File: src/rtl/quad_enc_decoder.sv
// Quadrature encoder front end. It synchronises the A/B lines, applies a glitch filter to
// each channel, decodes the Gray sequence, and keeps a signed position count.
module quad_enc_decoder #(
  parameter int unsigned FILT_LEN = 4,
  parameter int unsigned CNT_W    = 16,
  parameter bit          X4       = 1'b0
) (
  input  logic             clk,
  input  logic             rst_n,
  input  logic             a,
  input  logic             b,
  input  logic             clr,
  output logic             step_cw,
  output logic             step_ccw,
  output logic             dir,
  output logic             err,
  output logic [CNT_W-1:0] pos
);

  localparam int unsigned       FCNT_W   = (FILT_LEN > 1) ? $clog2(FILT_LEN) : 1;
  localparam logic [FCNT_W-1:0] FCNT_MAX = FCNT_W'(FILT_LEN - 1);
  localparam logic signed [3:0] Q_FULL   = 4'sd4;
  localparam logic signed [3:0] Q_NFULL  = -4'sd4;
  localparam logic [1:0]        ST_00    = 2'b00;
  localparam logic [1:0]        ST_10    = 2'b10;
  localparam logic [1:0]        ST_11    = 2'b11;
  localparam logic [1:0]        ST_01    = 2'b01;

  logic              a_s1_q, a_s2_q, b_s1_q, b_s2_q;
  logic              filt_a_q, filt_a_d, filt_b_q, filt_b_d;
  logic [FCNT_W-1:0] cnt_a_q, cnt_a_d, cnt_b_q, cnt_b_d;
  logic [1:0]        prev_q;
  logic signed [3:0] q_q, q_d;
  logic              step_cw_q, step_cw_d, step_ccw_q, step_ccw_d;
  logic              dir_q, dir_d, err_q, err_d;
  logic [CNT_W-1:0]  pos_q, pos_d;

  logic [1:0]        cur_st;
  logic              quarter_up, quarter_dn, illegal;
  logic signed [3:0] q_inc, q_dec;

  assign step_cw  = step_cw_q;
  assign step_ccw = step_ccw_q;
  assign dir      = dir_q;
  assign err      = err_q;
  assign pos      = pos_q;

  // State that follows one cw quarter: 00 -> 10 -> 11 -> 01 -> 00
  function automatic logic [1:0] cw_next(input logic [1:0] s);
    case (s)
      ST_00:   cw_next = ST_10;
      ST_10:   cw_next = ST_11;
      ST_11:   cw_next = ST_01;
      default: cw_next = ST_00;
    endcase
  endfunction

  // State that follows one ccw quarter: 00 -> 01 -> 11 -> 10 -> 00
  function automatic logic [1:0] ccw_next(input logic [1:0] s);
    case (s)
      ST_00:   ccw_next = ST_01;
      ST_01:   ccw_next = ST_11;
      ST_11:   ccw_next = ST_10;
      default: ccw_next = ST_00;
    endcase
  endfunction

  // Per-channel filter: the output follows s2 only after FILT_LEN consecutive differing samples
  always_comb begin
    filt_a_d = filt_a_q;
    cnt_a_d  = cnt_a_q;
    filt_b_d = filt_b_q;
    cnt_b_d  = cnt_b_q;
    if (a_s2_q == filt_a_q) begin
      cnt_a_d = '0;
    end else if (cnt_a_q == FCNT_MAX) begin
      filt_a_d = a_s2_q;
      cnt_a_d  = '0;
    end else begin
      cnt_a_d = cnt_a_q + FCNT_W'(1);
    end
    if (b_s2_q == filt_b_q) begin
      cnt_b_d = '0;
    end else if (cnt_b_q == FCNT_MAX) begin
      filt_b_d = b_s2_q;
      cnt_b_d  = '0;
    end else begin
      cnt_b_d = cnt_b_q + FCNT_W'(1);
    end
  end

  assign cur_st     = {filt_a_q, filt_b_q};
  assign quarter_up = (cur_st == cw_next(prev_q));
  assign quarter_dn = (cur_st == ccw_next(prev_q));
  assign illegal    = (cur_st == ~prev_q);
  assign q_inc      = q_q + 4'sd1;
  assign q_dec      = q_q - 4'sd1;

  // Gray decode, sub-step accumulation (x1), and position update
  always_comb begin
    q_d        = q_q;
    step_cw_d  = 1'b0;
    step_ccw_d = 1'b0;
    err_d      = illegal;
    dir_d      = dir_q;
    pos_d      = pos_q;
    if (illegal) begin
      q_d = 4'sd0;
    end else if (quarter_up) begin
      if (X4) begin
        step_cw_d = 1'b1;
      end else if (cur_st == ST_00) begin
        step_cw_d = (q_inc == Q_FULL);
        q_d       = 4'sd0;
      end else begin
        q_d = q_inc;
      end
    end else if (quarter_dn) begin
      if (X4) begin
        step_ccw_d = 1'b1;
      end else if (cur_st == ST_00) begin
        step_ccw_d = (q_dec == Q_NFULL);
        q_d        = 4'sd0;
      end else begin
        q_d = q_dec;
      end
    end
    if (step_cw_d) begin
      dir_d = 1'b0;
      pos_d = pos_q + CNT_W'(1);
    end else if (step_ccw_d) begin
      dir_d = 1'b1;
      pos_d = pos_q - CNT_W'(1);
    end
    // Clear overrides the count update, but the step pulses and dir still report the step
    if (clr) begin
      pos_d = '0;
      q_d   = 4'sd0;
    end
  end

  // State registers
  always_ff @(posedge clk or negedge rst_n) begin
    if (!rst_n) begin
      a_s1_q     <= 1'b0;
      a_s2_q     <= 1'b0;
      b_s1_q     <= 1'b0;
      b_s2_q     <= 1'b0;
      filt_a_q   <= 1'b0;
      filt_b_q   <= 1'b0;
      cnt_a_q    <= '0;
      cnt_b_q    <= '0;
      prev_q     <= ST_00;
      q_q        <= 4'sd0;
      step_cw_q  <= 1'b0;
      step_ccw_q <= 1'b0;
      dir_q      <= 1'b0;
      err_q      <= 1'b0;
      pos_q      <= '0;
    end else begin
      a_s1_q     <= a;
      a_s2_q     <= a_s1_q;
      b_s1_q     <= b;
      b_s2_q     <= b_s1_q;
      filt_a_q   <= filt_a_d;
      filt_b_q   <= filt_b_d;
      cnt_a_q    <= cnt_a_d;
      cnt_b_q    <= cnt_b_d;
      prev_q     <= cur_st;
      q_q        <= q_d;
      step_cw_q  <= step_cw_d;
      step_ccw_q <= step_ccw_d;
      dir_q      <= dir_d;
      err_q      <= err_d;
      pos_q      <= pos_d;
    end
  end

endmodule

File: config.mk
export PLATFORM = sky130hd
export DESIGN_NAME = quad_enc_decoder
export DESIGN_NICKNAME = d
export VERILOG_FILES = /design/src/rtl/quad_enc_decoder.sv
export SDC_FILE = /design/constraint.sdc
export NUM_CORES = 1
export LEC_CHECK = 0
export ABC_CLOCK_PERIOD_IN_PS = 7500
export BUFFER_PORTS_ARGS = -buffer_cell sky130_fd_sc_hd__buf_2
export CORE_MARGIN = 2
export CORE_UTILIZATION = 63
export CTS_CLUSTER_SIZE = 25
export DETAILED_ROUTE_END_ITERATION = 8
export PLACE_DENSITY = 0.82
export SLEW_MARGIN = 20
export SYNTH_ARGS = -nofsm -noshare
export SYNTH_HDL_FRONTEND = slang
export SYNTH_SLANG_ARGS = --single-unit
File: constraint.sdc
create_clock -name clk -period 7.5 [get_ports clk]
set_input_delay 0.75 -clock clk [delete_from_list [all_inputs] [get_ports clk]]
set_output_delay 0.75 -clock clk [all_outputs]
set_load 0.005 [all_outputs]
==> results by group <==
Global route
  • Largest net degree at the start of global routing: 37
  • Vias in the first global route: 1812
  • Total Routing Usage GR: 0.2423
  • First-pass GRT wire length: 8.114 mm
  • Grt ovf: 0
  • Initial antenna violation count: 0

Setup path
  • Arrival time of the worst setup path: 3.75 ns
  • CP Launch Type: register
  • Largest stage delay on the critical path: 0.50 ns
  • Crit Path Category: reg2reg
  • WP data required: 7.68 ns
  • Worst setup EP type: register
  • Worst path slowest cell: dfrtp_1
  • Setup slack, reg-to-reg: 3.93 ns
  • Crit-path max FO: 17
  • CP Cell Sequence: ha_1, and3b_1, nand4b_1, o22ai_4, inv_1, ha_1, a21oi_1, a21o_1, a21oi_1, o41ai_1, nor4_1, a211o_1

Floorplanning
  • Die Span Y: 66.19 um
  • Ports: 25
  • Starting Density: 0.6604
  • Site Rows: 22
  • Die X: 66.19 um
  • Core area: 3689 um^2
  • Die Area: 4380 um^2

Pwr
  • Switching Fraction: 0.3717
  • Gate power share: 0.367
  • Max VDD drop: 0.0001821 V
  • Clock Power Share: 0.217
  • Pint: 0.4157 mW
  • NetSw: 0.2459 mW
  • Sequential power share: 0.415
  • Pwr/cell area: 251.8 nW/um^2
  • Leak pwr: 1.283 nW

Route
  • Via count: 1935
  • Initial DRC Count: 132
  • Routed Antenna Nets: 0
  • Number of detailed-routing iterations run before antenna repair: 4
  • Total Routed Length: 4.924 mm
  • Vias per cell: 5.991
  • Drt drc: 0
  • Routed len/inst: 15.24 um

Timing
  • Final worst-path cycle share: 0.4756
  • Setup_tns: 0 ns
  • Unrepaired setup endpoints after global routing: false
  • Worst slew pin tran: 0.8096 ns
  • Final setup vio count: 0
  • Fin crit period: 3.567 ns
  • F_max: 280.3 MHz
  • Hold Worst Slack: 0.3513 ns
  • Final worst setup slack: 3.933 ns
  • Max Slew Vio Count: 0
  • Endpoints failing hold: 0
  • Slew HR: 0.4603
  • Clock skew: 0.005261 ns

Synth
  • Post-synth EDFFs: 0
  • Mean Syn Cell Area: 9.553 um^2
  • Cell taking the most area after synthesis: dfrtp_1
  • Mapped Nets: 283
  • Flops & latches, synth: 36
  • Top-count cell post-synth: dfrtp_1
  • Share of the synthesized area in the top cell type: 0.3698
  • Post-synth top flop: dfrtp_1
  • Mapped Area: 2436 um^2
  • Largest cells by area after synthesis: dfrtp_1 (37%), ha_1 (11%), nand2_1 (5.4%)
  • Commonest cells in the netlist: dfrtp_1 (36), nand2_1 (35), a21oi_1 (25)
  • Sequential area share after synthesis: 0.3698
  • Ys async rst share: 1.000
  • Mapped Cells: 255
  • Netlist cell types: 53
  • Synth warnings: 0

Clock network
  • Clock tree from TritonCTS: done
  • Clock Path Buffers: 2
  • Post-CTS sizing: 0
  • Clock transition at path regs: 0.08 ns
  • Postcts setup bufs: 0
  • CTS buffer count: 5
  • CTS Hold Buffers Added: 0
  • Root buf cell: clkbuf_8
  • H-tree levels: 2
  • CTS Sinks: 36
  • Worst-Skew Late Latency: 0.29 ns

Layout
  • Share of cells above drive strength 1: 0.1564
  • Final-stage net count: 302
  • Fin cells: 323
  • Final Util: 0.7123
  • N_diodes: 0
  • Area Growth Syn to Fin: 7.858%

Placement
  • Post-DP HPWL: 3.383 mm
  • Dpl ws: 4.058 ns
  • Gpl congestion: 0.9011
  • Placed Cells: 315
  • Number of buffers added on ports: 24

Flow run
  • Max cap viols: 0

Hold path
  • Worst Hold Class: reg2reg

Run status
  • Outcome: finished, final reports clean
[metal layers]
metal	vias to the layer above	wire length (um)	global-route usage	part of all wire
li1	949	-	-	-
met5	-	0	0	0
met3	10	252	0.05111	0.051
met2	54	2311	0.3913	0.47
met4	0	72	0.07653	0.015
met1	922	2287	0.3256	0.46
[registers in the layout, indices dropped and copies added (netlist names)]
register  flops
cnt_a_q       2
a_s1_q        1
step_ccw      1
b_s2_q        1
step_cw       1
filt_b_q      1
err           1
cnt_b_q       2
q_q           4
a_s2_q        1
dir           1
pos          16
prev_q        2
filt_a_q      1
b_s1_q        1
[layout make-up]
type	instances	area [um^2]
clock buffers	5	68.82
well taps	48	60.06
inverters	6	22.52
fillers	270	1061
repair buffers	24	120.1
clock inverters	3	23.77
multi-input cells	201	1431
flip-flops and latches	36	900.9
[final timing paths]
path,endpoint,from,cells after the start
min,b_s2_q$_DFF_PN0_,b_s1_q$_DFF_PN0_,0
max in group asynchronous,cnt_b_q[1]$_DFF_PN0_,rst_n,1
min reg2reg,b_s2_q$_DFF_PN0_,b_s1_q$_DFF_PN0_,0
max,pos[12]$_DFFE_PN0P_,q_q[0]$_DFFE_PN0P_,12
min in group asynchronous,step_ccw$_DFF_PN0_,rst_n,1
max reg2reg,pos[12]$_DFFE_PN0P_,q_q[0]$_DFFE_PN0P_,12
[layout by cell type, fill, tap and decap left out, drive strengths merged, types with 6 or more instances in the layout]
master and instances:
dfrtp 36, o21ai 13, a21oi 25, nor2 18, ha 22, inv 6, nand2 35, xnor2 14
buf 24
[per-stage QoR]
| step | instance area, um^2 | power (mW) |
|---|---|---|
| final | 2628 | 0.6616 |
| after global routing | 2628 | 0.7072 |
| after CTS | 2628 | 0.6653 |
| after detailed placement | 2535 | 0.5204 |
| after global placement | 2535 | 0.5091 |
| after floorplan | 2436 | 0.4827 |
[kinds of logic after synthesis]
logic type / synth area share
buf+inv: 0.04263
compound gates: 0.1849
xor+xnor: 0.08064
flops: 0.3698
fa+ha+maj: 0.1212
mux: 0.02157
simple gates: 0.1792
[power groups by stage]
stage	sequential (mW)	clock (mW)	combinational (mW)
floorplan	0.250	0	0.233
global placement	0.275	0	0.234
detailed placement	0.278	0	0.242
CTS	0.274	0.147	0.244
global route	0.280	0.154	0.273
finish	0.275	0.144	0.243
[worst max-delay path: cells and delay by family, from the launching register on]
| family | cells | cell delay [ns] |
|---|---|---|
| compound gates | 6 | 1.53 |
| fa+ha+maj | 2 | 0.63 |
| buf+inv | 1 | 0.37 |
| flops | 1 | 0.50 |
| simple gates | 3 | 0.40 |
Power figures use the tool's default switching activity.
